`src/rtl/dcache_tag_ctrl_pkg.sv`:
```
// dcache_tag_ctrl_pkg: default field widths, controller states and address-field positions
package dcache_tag_ctrl_pkg;
  localparam int TAG_W_DEF = 20;
  localparam int IDX_W_DEF = 9;
  localparam int OFS_W_DEF = 3;
  localparam int IDX_LSB = OFS_W_DEF;
  localparam int TAG_LSB = OFS_W_DEF + IDX_W_DEF;
  typedef enum logic [2:0] {FLUSH, IDLE, LOOKUP, MISS, WAIT, UPDATE, RESP} state_e;
endpackage

```
`src/rtl/dcache_tag_ctrl_if.sv`:
```
// dcache_tag_ctrl_if: lookup request/response and line-refill handshakes
interface dcache_tag_ctrl_if #(parameter int IDX_W = dcache_tag_ctrl_pkg::IDX_W_DEF);
  logic req_valid, req_ready;
  logic [31:0] req_addr;
  logic resp_valid, resp_hit;
  logic [IDX_W-1:0] resp_index;
  logic refill_req_valid, refill_req_ready, refill_done;
  logic [31:0] refill_addr;
  modport master (
    output req_valid, req_addr, refill_req_ready, refill_done,
    input  req_ready, resp_valid, resp_hit, resp_index, refill_req_valid, refill_addr
  );
  modport slave (
    input  req_valid, req_addr, refill_req_ready, refill_done,
    output req_ready, resp_valid, resp_hit, resp_index, refill_req_valid, refill_addr
  );
endinterface

```
`src/rtl/dcache_tag_ctrl.sv`:
```
// dcache_tag_ctrl: direct-mapped tag lookup, refill sequencing and flush over an external tag RAM
// Optional hit/miss counters are built when DCACHE_TAG_CTRL_STATS_EN is defined.
module dcache_tag_ctrl
  import dcache_tag_ctrl_pkg::*;
#(
  parameter int TAG_W = TAG_W_DEF,
  parameter int IDX_W = IDX_W_DEF,
  parameter int OFS_W = OFS_W_DEF
) (
  input  logic             clk,
  input  logic             rst_n,
  dcache_tag_ctrl_if.slave bus,
  input  logic             flush_req_i,
  output logic             flush_busy_o,
  output logic [TAG_W:0]   tag_wr_data_o,
  output logic [IDX_W-1:0] tag_wr_addr_o,
  output logic             tag_wr_en_o,
  output logic [IDX_W-1:0] tag_rd_addr_o,
  input  logic [TAG_W:0]   tag_rd_data_i
`ifdef DCACHE_TAG_CTRL_STATS_EN
  ,
  output logic [31:0]      hit_cnt_o,
  output logic [31:0]      miss_cnt_o
`endif
);
  state_e state_q, state_d;
  logic [IDX_W-1:0] cnt_q, cnt_d;
  logic [31:0] addr_q, addr_d;
  logic hit_q, hit_d;
  logic [TAG_W-1:0] tag;
  logic [IDX_W-1:0] idx;
  logic accept, lookup_hit, unused_ofs;
  assign tag = addr_q[OFS_W+IDX_W +: TAG_W];
  assign idx = addr_q[OFS_W +: IDX_W];
  assign unused_ofs = ^addr_q[OFS_W-1:0];
  assign lookup_hit = tag_rd_data_i[TAG_W] && tag_rd_data_i[TAG_W-1:0] == tag;
  // RESP also accepts so a hit can be followed back-to-back by the next lookup
  assign bus.req_ready = (state_q == IDLE && !flush_req_i) || state_q == RESP;
  assign accept = bus.req_valid && bus.req_ready;
  assign tag_rd_addr_o = accept ? bus.req_addr[OFS_W +: IDX_W] : idx;
  assign bus.resp_valid = state_q == RESP;
  assign bus.resp_hit = hit_q;
  assign bus.resp_index = idx;
  assign bus.refill_req_valid = state_q == MISS;
  assign bus.refill_addr = {addr_q[31:OFS_W], {OFS_W{1'b0}}};
  assign flush_busy_o = state_q == FLUSH;
  assign tag_wr_en_o = rst_n && (state_q == FLUSH || state_q == UPDATE);
  assign tag_wr_addr_o = state_q == FLUSH ? cnt_q : idx;
  assign tag_wr_data_o = state_q == FLUSH ? '0 : {1'b1, tag};
  always_comb begin
    state_d = state_q;
    addr_d = accept ? bus.req_addr : addr_q;
    hit_d = hit_q;
    cnt_d = state_q == FLUSH ? cnt_q + 1'b1 : '0;
    case (state_q)
      FLUSH:   state_d = &cnt_q ? IDLE : FLUSH;
      IDLE:    state_d = flush_req_i ? FLUSH : accept ? LOOKUP : IDLE;
      LOOKUP: begin
        hit_d = lookup_hit;
        state_d = lookup_hit ? RESP : MISS;
      end
      MISS:    state_d = bus.refill_req_ready ? WAIT : MISS;
      WAIT:    state_d = bus.refill_done ? UPDATE : WAIT;
      UPDATE: begin
        hit_d = 1'b0;
        state_d = RESP;
      end
      RESP:    state_d = accept ? LOOKUP : IDLE;
      default: state_d = FLUSH;
    endcase
  end
  always_ff @(posedge clk or negedge rst_n) begin
    if (!rst_n) begin
      state_q <= FLUSH;
      cnt_q <= '0;
      addr_q <= '0;
      hit_q <= 1'b0;
    end else begin
      state_q <= state_d;
      cnt_q <= cnt_d;
      addr_q <= addr_d;
      hit_q <= hit_d;
    end
  end
`ifdef DCACHE_TAG_CTRL_STATS_EN
  logic [31:0] hit_cnt_q, miss_cnt_q;
  logic clr;
  assign clr = state_q == IDLE && flush_req_i;
  always_ff @(posedge clk or negedge rst_n) begin
    if (!rst_n) begin
      hit_cnt_q <= '0;
      miss_cnt_q <= '0;
    end else begin
      hit_cnt_q <= clr ? '0 : hit_cnt_q + 32'(bus.resp_valid && hit_q);
      miss_cnt_q <= clr ? '0 : miss_cnt_q + 32'(bus.resp_valid && !hit_q);
    end
  end
  assign hit_cnt_o = hit_cnt_q;
  assign miss_cnt_o = miss_cnt_q;
`endif
endmodule

```
`src/flat_wrapper.sv`:
```
// flat-port wrapper written by rule: the top's interface ports become plain ports
module dcache_tag_ctrl_flat import dcache_tag_ctrl_pkg::*;
#(
  parameter int TAG_W = TAG_W_DEF,
  parameter int IDX_W = IDX_W_DEF,
  parameter int OFS_W = OFS_W_DEF
)
  (clk, rst_n, flush_req_i, flush_busy_o, tag_wr_data_o, tag_wr_addr_o, tag_wr_en_o, tag_rd_addr_o, tag_rd_data_i, bus_req_valid, bus_req_addr, bus_refill_req_ready, bus_refill_done, bus_req_ready, bus_resp_valid, bus_resp_hit, bus_resp_index, bus_refill_req_valid, bus_refill_addr);
  dcache_tag_ctrl_if #(.IDX_W(IDX_W)) bus_i ();
  input  logic clk;
  input  logic rst_n;
  input  logic flush_req_i;
  output logic flush_busy_o;
  output logic [TAG_W:0] tag_wr_data_o;
  output logic [IDX_W-1:0] tag_wr_addr_o;
  output logic tag_wr_en_o;
  output logic [IDX_W-1:0] tag_rd_addr_o;
  input  logic [TAG_W:0] tag_rd_data_i;
  input wire logic [$bits(bus_i.req_valid)-1:0] bus_req_valid;
  input wire logic [$bits(bus_i.req_addr)-1:0] bus_req_addr;
  input wire logic [$bits(bus_i.refill_req_ready)-1:0] bus_refill_req_ready;
  input wire logic [$bits(bus_i.refill_done)-1:0] bus_refill_done;
  output wire logic [$bits(bus_i.req_ready)-1:0] bus_req_ready;
  output wire logic [$bits(bus_i.resp_valid)-1:0] bus_resp_valid;
  output wire logic [$bits(bus_i.resp_hit)-1:0] bus_resp_hit;
  output wire logic [$bits(bus_i.resp_index)-1:0] bus_resp_index;
  output wire logic [$bits(bus_i.refill_req_valid)-1:0] bus_refill_req_valid;
  output wire logic [$bits(bus_i.refill_addr)-1:0] bus_refill_addr;
  assign bus_i.req_valid = bus_req_valid;
  assign bus_i.req_addr = bus_req_addr;
  assign bus_i.refill_req_ready = bus_refill_req_ready;
  assign bus_i.refill_done = bus_refill_done;
  assign bus_req_ready = bus_i.req_ready;
  assign bus_resp_valid = bus_i.resp_valid;
  assign bus_resp_hit = bus_i.resp_hit;
  assign bus_resp_index = bus_i.resp_index;
  assign bus_refill_req_valid = bus_i.refill_req_valid;
  assign bus_refill_addr = bus_i.refill_addr;
  dcache_tag_ctrl #(.TAG_W(TAG_W), .IDX_W(IDX_W), .OFS_W(OFS_W)) u_core (.clk(clk), .rst_n(rst_n), .bus(bus_i), .flush_req_i(flush_req_i), .flush_busy_o(flush_busy_o), .tag_wr_data_o(tag_wr_data_o), .tag_wr_addr_o(tag_wr_addr_o), .tag_wr_en_o(tag_wr_en_o), .tag_rd_addr_o(tag_rd_addr_o), .tag_rd_data_i(tag_rd_data_i));
endmodule
```
`config.mk`:
```
export PLATFORM = sky130hd
export DESIGN_NAME = dcache_tag_ctrl_flat
export DESIGN_NICKNAME = d
export VERILOG_FILES = /design/src/rtl/dcache_tag_ctrl_pkg.sv /design/src/rtl/dcache_tag_ctrl_if.sv /design/src/rtl/dcache_tag_ctrl.sv /design/src/flat_wrapper.sv
export SDC_FILE = /design/constraint.sdc
export NUM_CORES = 1
export LEC_CHECK = 0
export BUFFER_PORTS_ARGS = -buffer_cell sky130_fd_sc_hd__buf_2
export CORE_MARGIN = 3
export CORE_UTILIZATION = 41
export DETAILED_ROUTE_END_ITERATION = 10
export PLACE_DENSITY = 0.82
export SLEW_MARGIN = 20
export SYNTH_ARGS = -nofsm -noshare
export SYNTH_HDL_FRONTEND = slang
export SYNTH_SLANG_ARGS = --single-unit
```
`constraint.sdc`:
```
create_clock -name clk -period 4.4 [get_ports clk]
set_clock_uncertainty 0.05 [all_clocks]
set_input_delay 0.66 -clock clk [delete_from_list [all_inputs] [get_ports clk]]
set_output_delay 0.66 -clock clk [all_outputs]
set_load 0.05 [all_outputs]
```
==> results.py <==
metrics = {
    "outcome": {
        "status": "finished, final reports clean",
    },
    "global_routing": {
        "gr-usage-met1": 0.190,
        "grt_first_pass_wirelength_um": 9710,
        "grt-ovfl-total": 0,
        "use_met2": 0.316,
        "grt_most_used_layer": "met2",
        "antenna_found_initial": 0,
        "grt_use_met3": 0.0437,
        "grt_max_degree": 44,
        "grt_pass1_vias": 2076,
        "track_usage": 0.171,
    },
    "worst_setup_path": {
        "slowest_stage": "nand2_2",
        "path_class": "register to output port",
        "end_kind": "output port",
        "critPathRequiredTime_ps": 3690,
        "cp_num_buf_inv": 1,
        "crit_path_cell_trace": "or4b_1 > o21ai_2 > nand2_2 > mux2_4 > buf_2",
        "critPathLaunchType": "register",
        "crit_family": "simple AND/OR/NAND/NOR gates",
        "arrival_ps": 2790,
        "cp_slowest_stage_delay_ps": 590,
        "crit_fanout": 30,
    },
    "cts": {
        "cts_tree": "done",
        "postCtsSetupBuffers": 0,
        "root_buffer": "clkbuf_8",
        "clkTransAtPathRegs_ps": 80,
        "insertion_delay_ps": 290,
        "htree_levels": 2,
        "cts_resized": 0,
        "postCtsHoldBufs": 0,
        "clock_path_buffers": 2,
        "cts.sinks": 42,
        "numCtsBuffers": 5,
    },
    "floorplanning": {
        "start_util": 0.431,
        "die_y_um": 83.0,
        "coreArea_mm2": 0.00564,
        "io_pins": 145,
        "die_w_um": 83.0,
        "dieArea_mm2": 0.00690,
        "rows": 27,
    },
    "synth": {
        "yosysUniqueCellTypes": 37,
        "ys_warn_count": 0,
        "ys_seq_area_frac": 0.432,
        "synthCells": 221,
        "ys_ff_latch": 42,
        "synthTopCellsByArea": "dfrtp_1 43%, mux2_4 18%, xnor2_1 6.8%",
        "synth_top_area_share": 0.432,
        "avgSynthCellArea_um2": 11.0,
        "synth_flop_cell": "dfrtp_1",
        "synth_top_area_cell": "dfrtp_1",
        "netlist_area_mm2": 0.00243,
        "synth-edff-count": 0,
        "ys_async_sr_fraction": 1.00,
    },
    "sta": {
        "finalHoldViolCount": 0,
        "fin_crit_ps": 3500,
        "rsz0062_at_grt": "false",
        "drv_slew": 0,
        "slew_headroom": 0.335,
        "period_share": 0.796,
        "setup_tns_ps": 0,
        "setup_viol_count_final": 0,
        "fmax_ghz": 0.286,
        "whs_ps": 382,
        "max_slew.worst_pin.slew_ps": 994,
    },
    "routing": {
        "vias": 2026,
        "first_pass_iters": 4,
        "wirelength_um": 5800,
        "routedWlPerCell_um": 13.8,
        "via_per_inst": 4.81,
        "ant_nets": 0,
        "drc": 0,
        "drtIter0Drc": 37,
    },
    "final_layout": {
        "fin_area_mm2": 0.00318,
        "syn2layout_area_growth_pct": 30.8,
        "antennaDiodeCount": 0,
        "final_nets": 409,
        "drive_gt1_frac": 0.516,
    },
    "min_path": {
        "worstHoldPathType": "input pin to asynchronous set/reset pin",
    },
    "placement": {
        "portBuffers": 138,
        "place_congestion": 0.787,
        "place_area_mm2": 0.00307,
        "hpwl_um": 4480,
    },
    "flow_run": {
        "cap_violations": 0,
    },
}
logic make-up after synthesis:
kind of cell	synth area share
compound gates	0.0411
xor+xnor	0.0900
fa+ha+maj	0.0103
buf+inv	0.0715
flops	0.432
mux	0.183
other cells	0.00154
simple gates	0.171
cells in the final DEF (no fill, tap or decap), types with 2 or more instances in the layout:
cell type | Yosys | routed
nand4_1 | 4 | 4
dfrtp_1 | 42 | 42
inv_1 | 4 | 4
nand2b_1 | 2 | 2
and2_1 | 22 | 22
mux2_4 | 29 | 29
nand2_1 | 27 | 27
a21oi_1 | 4 | 4
nand3_1 | 4 | 4
conb_1 | 1 | 3
o21ai_0 | 6 | 6
ha_1 | 2 | 2
nor3b_1 | 2 | 2
or3_1 | 3 | 2
nor2_1 | 7 | 7
xor2_1 | 6 | 6
xnor2_1 | 19 | 19
clkinv_2 | 0 | 2
clkbuf_8 | 0 | 5
buf_2 | 1 | 138
synthesized netlist by cell type (3+ instances only):
master    instances
dfrtp_1          42
mux2_4           29
nand2_1          27
and2_1           22
xnor2_1          19
buf_4            12
nor2_1            7
o21ai_0           6
xor2_1            6
a21oi_1           4
buf_6             4
clkbuf_1          4
inv_1             4
nand3_1           4
nand4_1           4
or3_1             3
cell type report:
cell class                 count  area, um^2
clock buffer                   5        68.8
clock inverter                 3        40.0
fill                         487        2460
inverter                       5        18.8
multi-input combinational    155        1220
sequential                    42        1050
tap                           72        90.1
timing repair buffer         139         698
through the flow:
stage,cells,util,setup WS [ps]
global route,421,0.564,751
floorplan,223,-,1460
detailed placement,413,0.545,965
finish,421,0.564,897
CTS,421,0.564,859
global placement,413,0.545,1010
final timing paths:
| check | slack (ps) | depth (start not counted) | from | endpoint |
|---|---|---|---|---|
| max | 900 | 5 | u_core.state_q[1] | tag_rd_addr_o[4] |
| min | 380 | 2 | rst_n | u_core.addr_q[8] |
| max reg2reg | 1950 | 4 | u_core.state_q[1] | u_core.addr_q[7] |
| min reg2reg | 430 | 2 | u_core.bus.resp_hit | u_core.bus.resp_hit |
| max in group asynchronous | 3560 | 2 | rst_n | u_core.addr_q[25] |
| min in group clk | 430 | 2 | u_core.bus.resp_hit | u_core.bus.resp_hit |
flip-flops by register name, indices dropped and copies added (netlist names):
signal               cells
u_core.bus.resp_hit      1
u_core.addr_q           29
u_core.state_q           3
u_core.cnt_q             9
layer usage:
layer / part of all wire / routed length, um
met1: 0.40 / 2320
met3: 0.062 / 362
met4: 0.018 / 102
met5: 0 / 0
met2: 0.52 / 3020
Power is not shown: default switching activity piles up to over one toggle a cycle in this logic, so the estimate is an artifact.
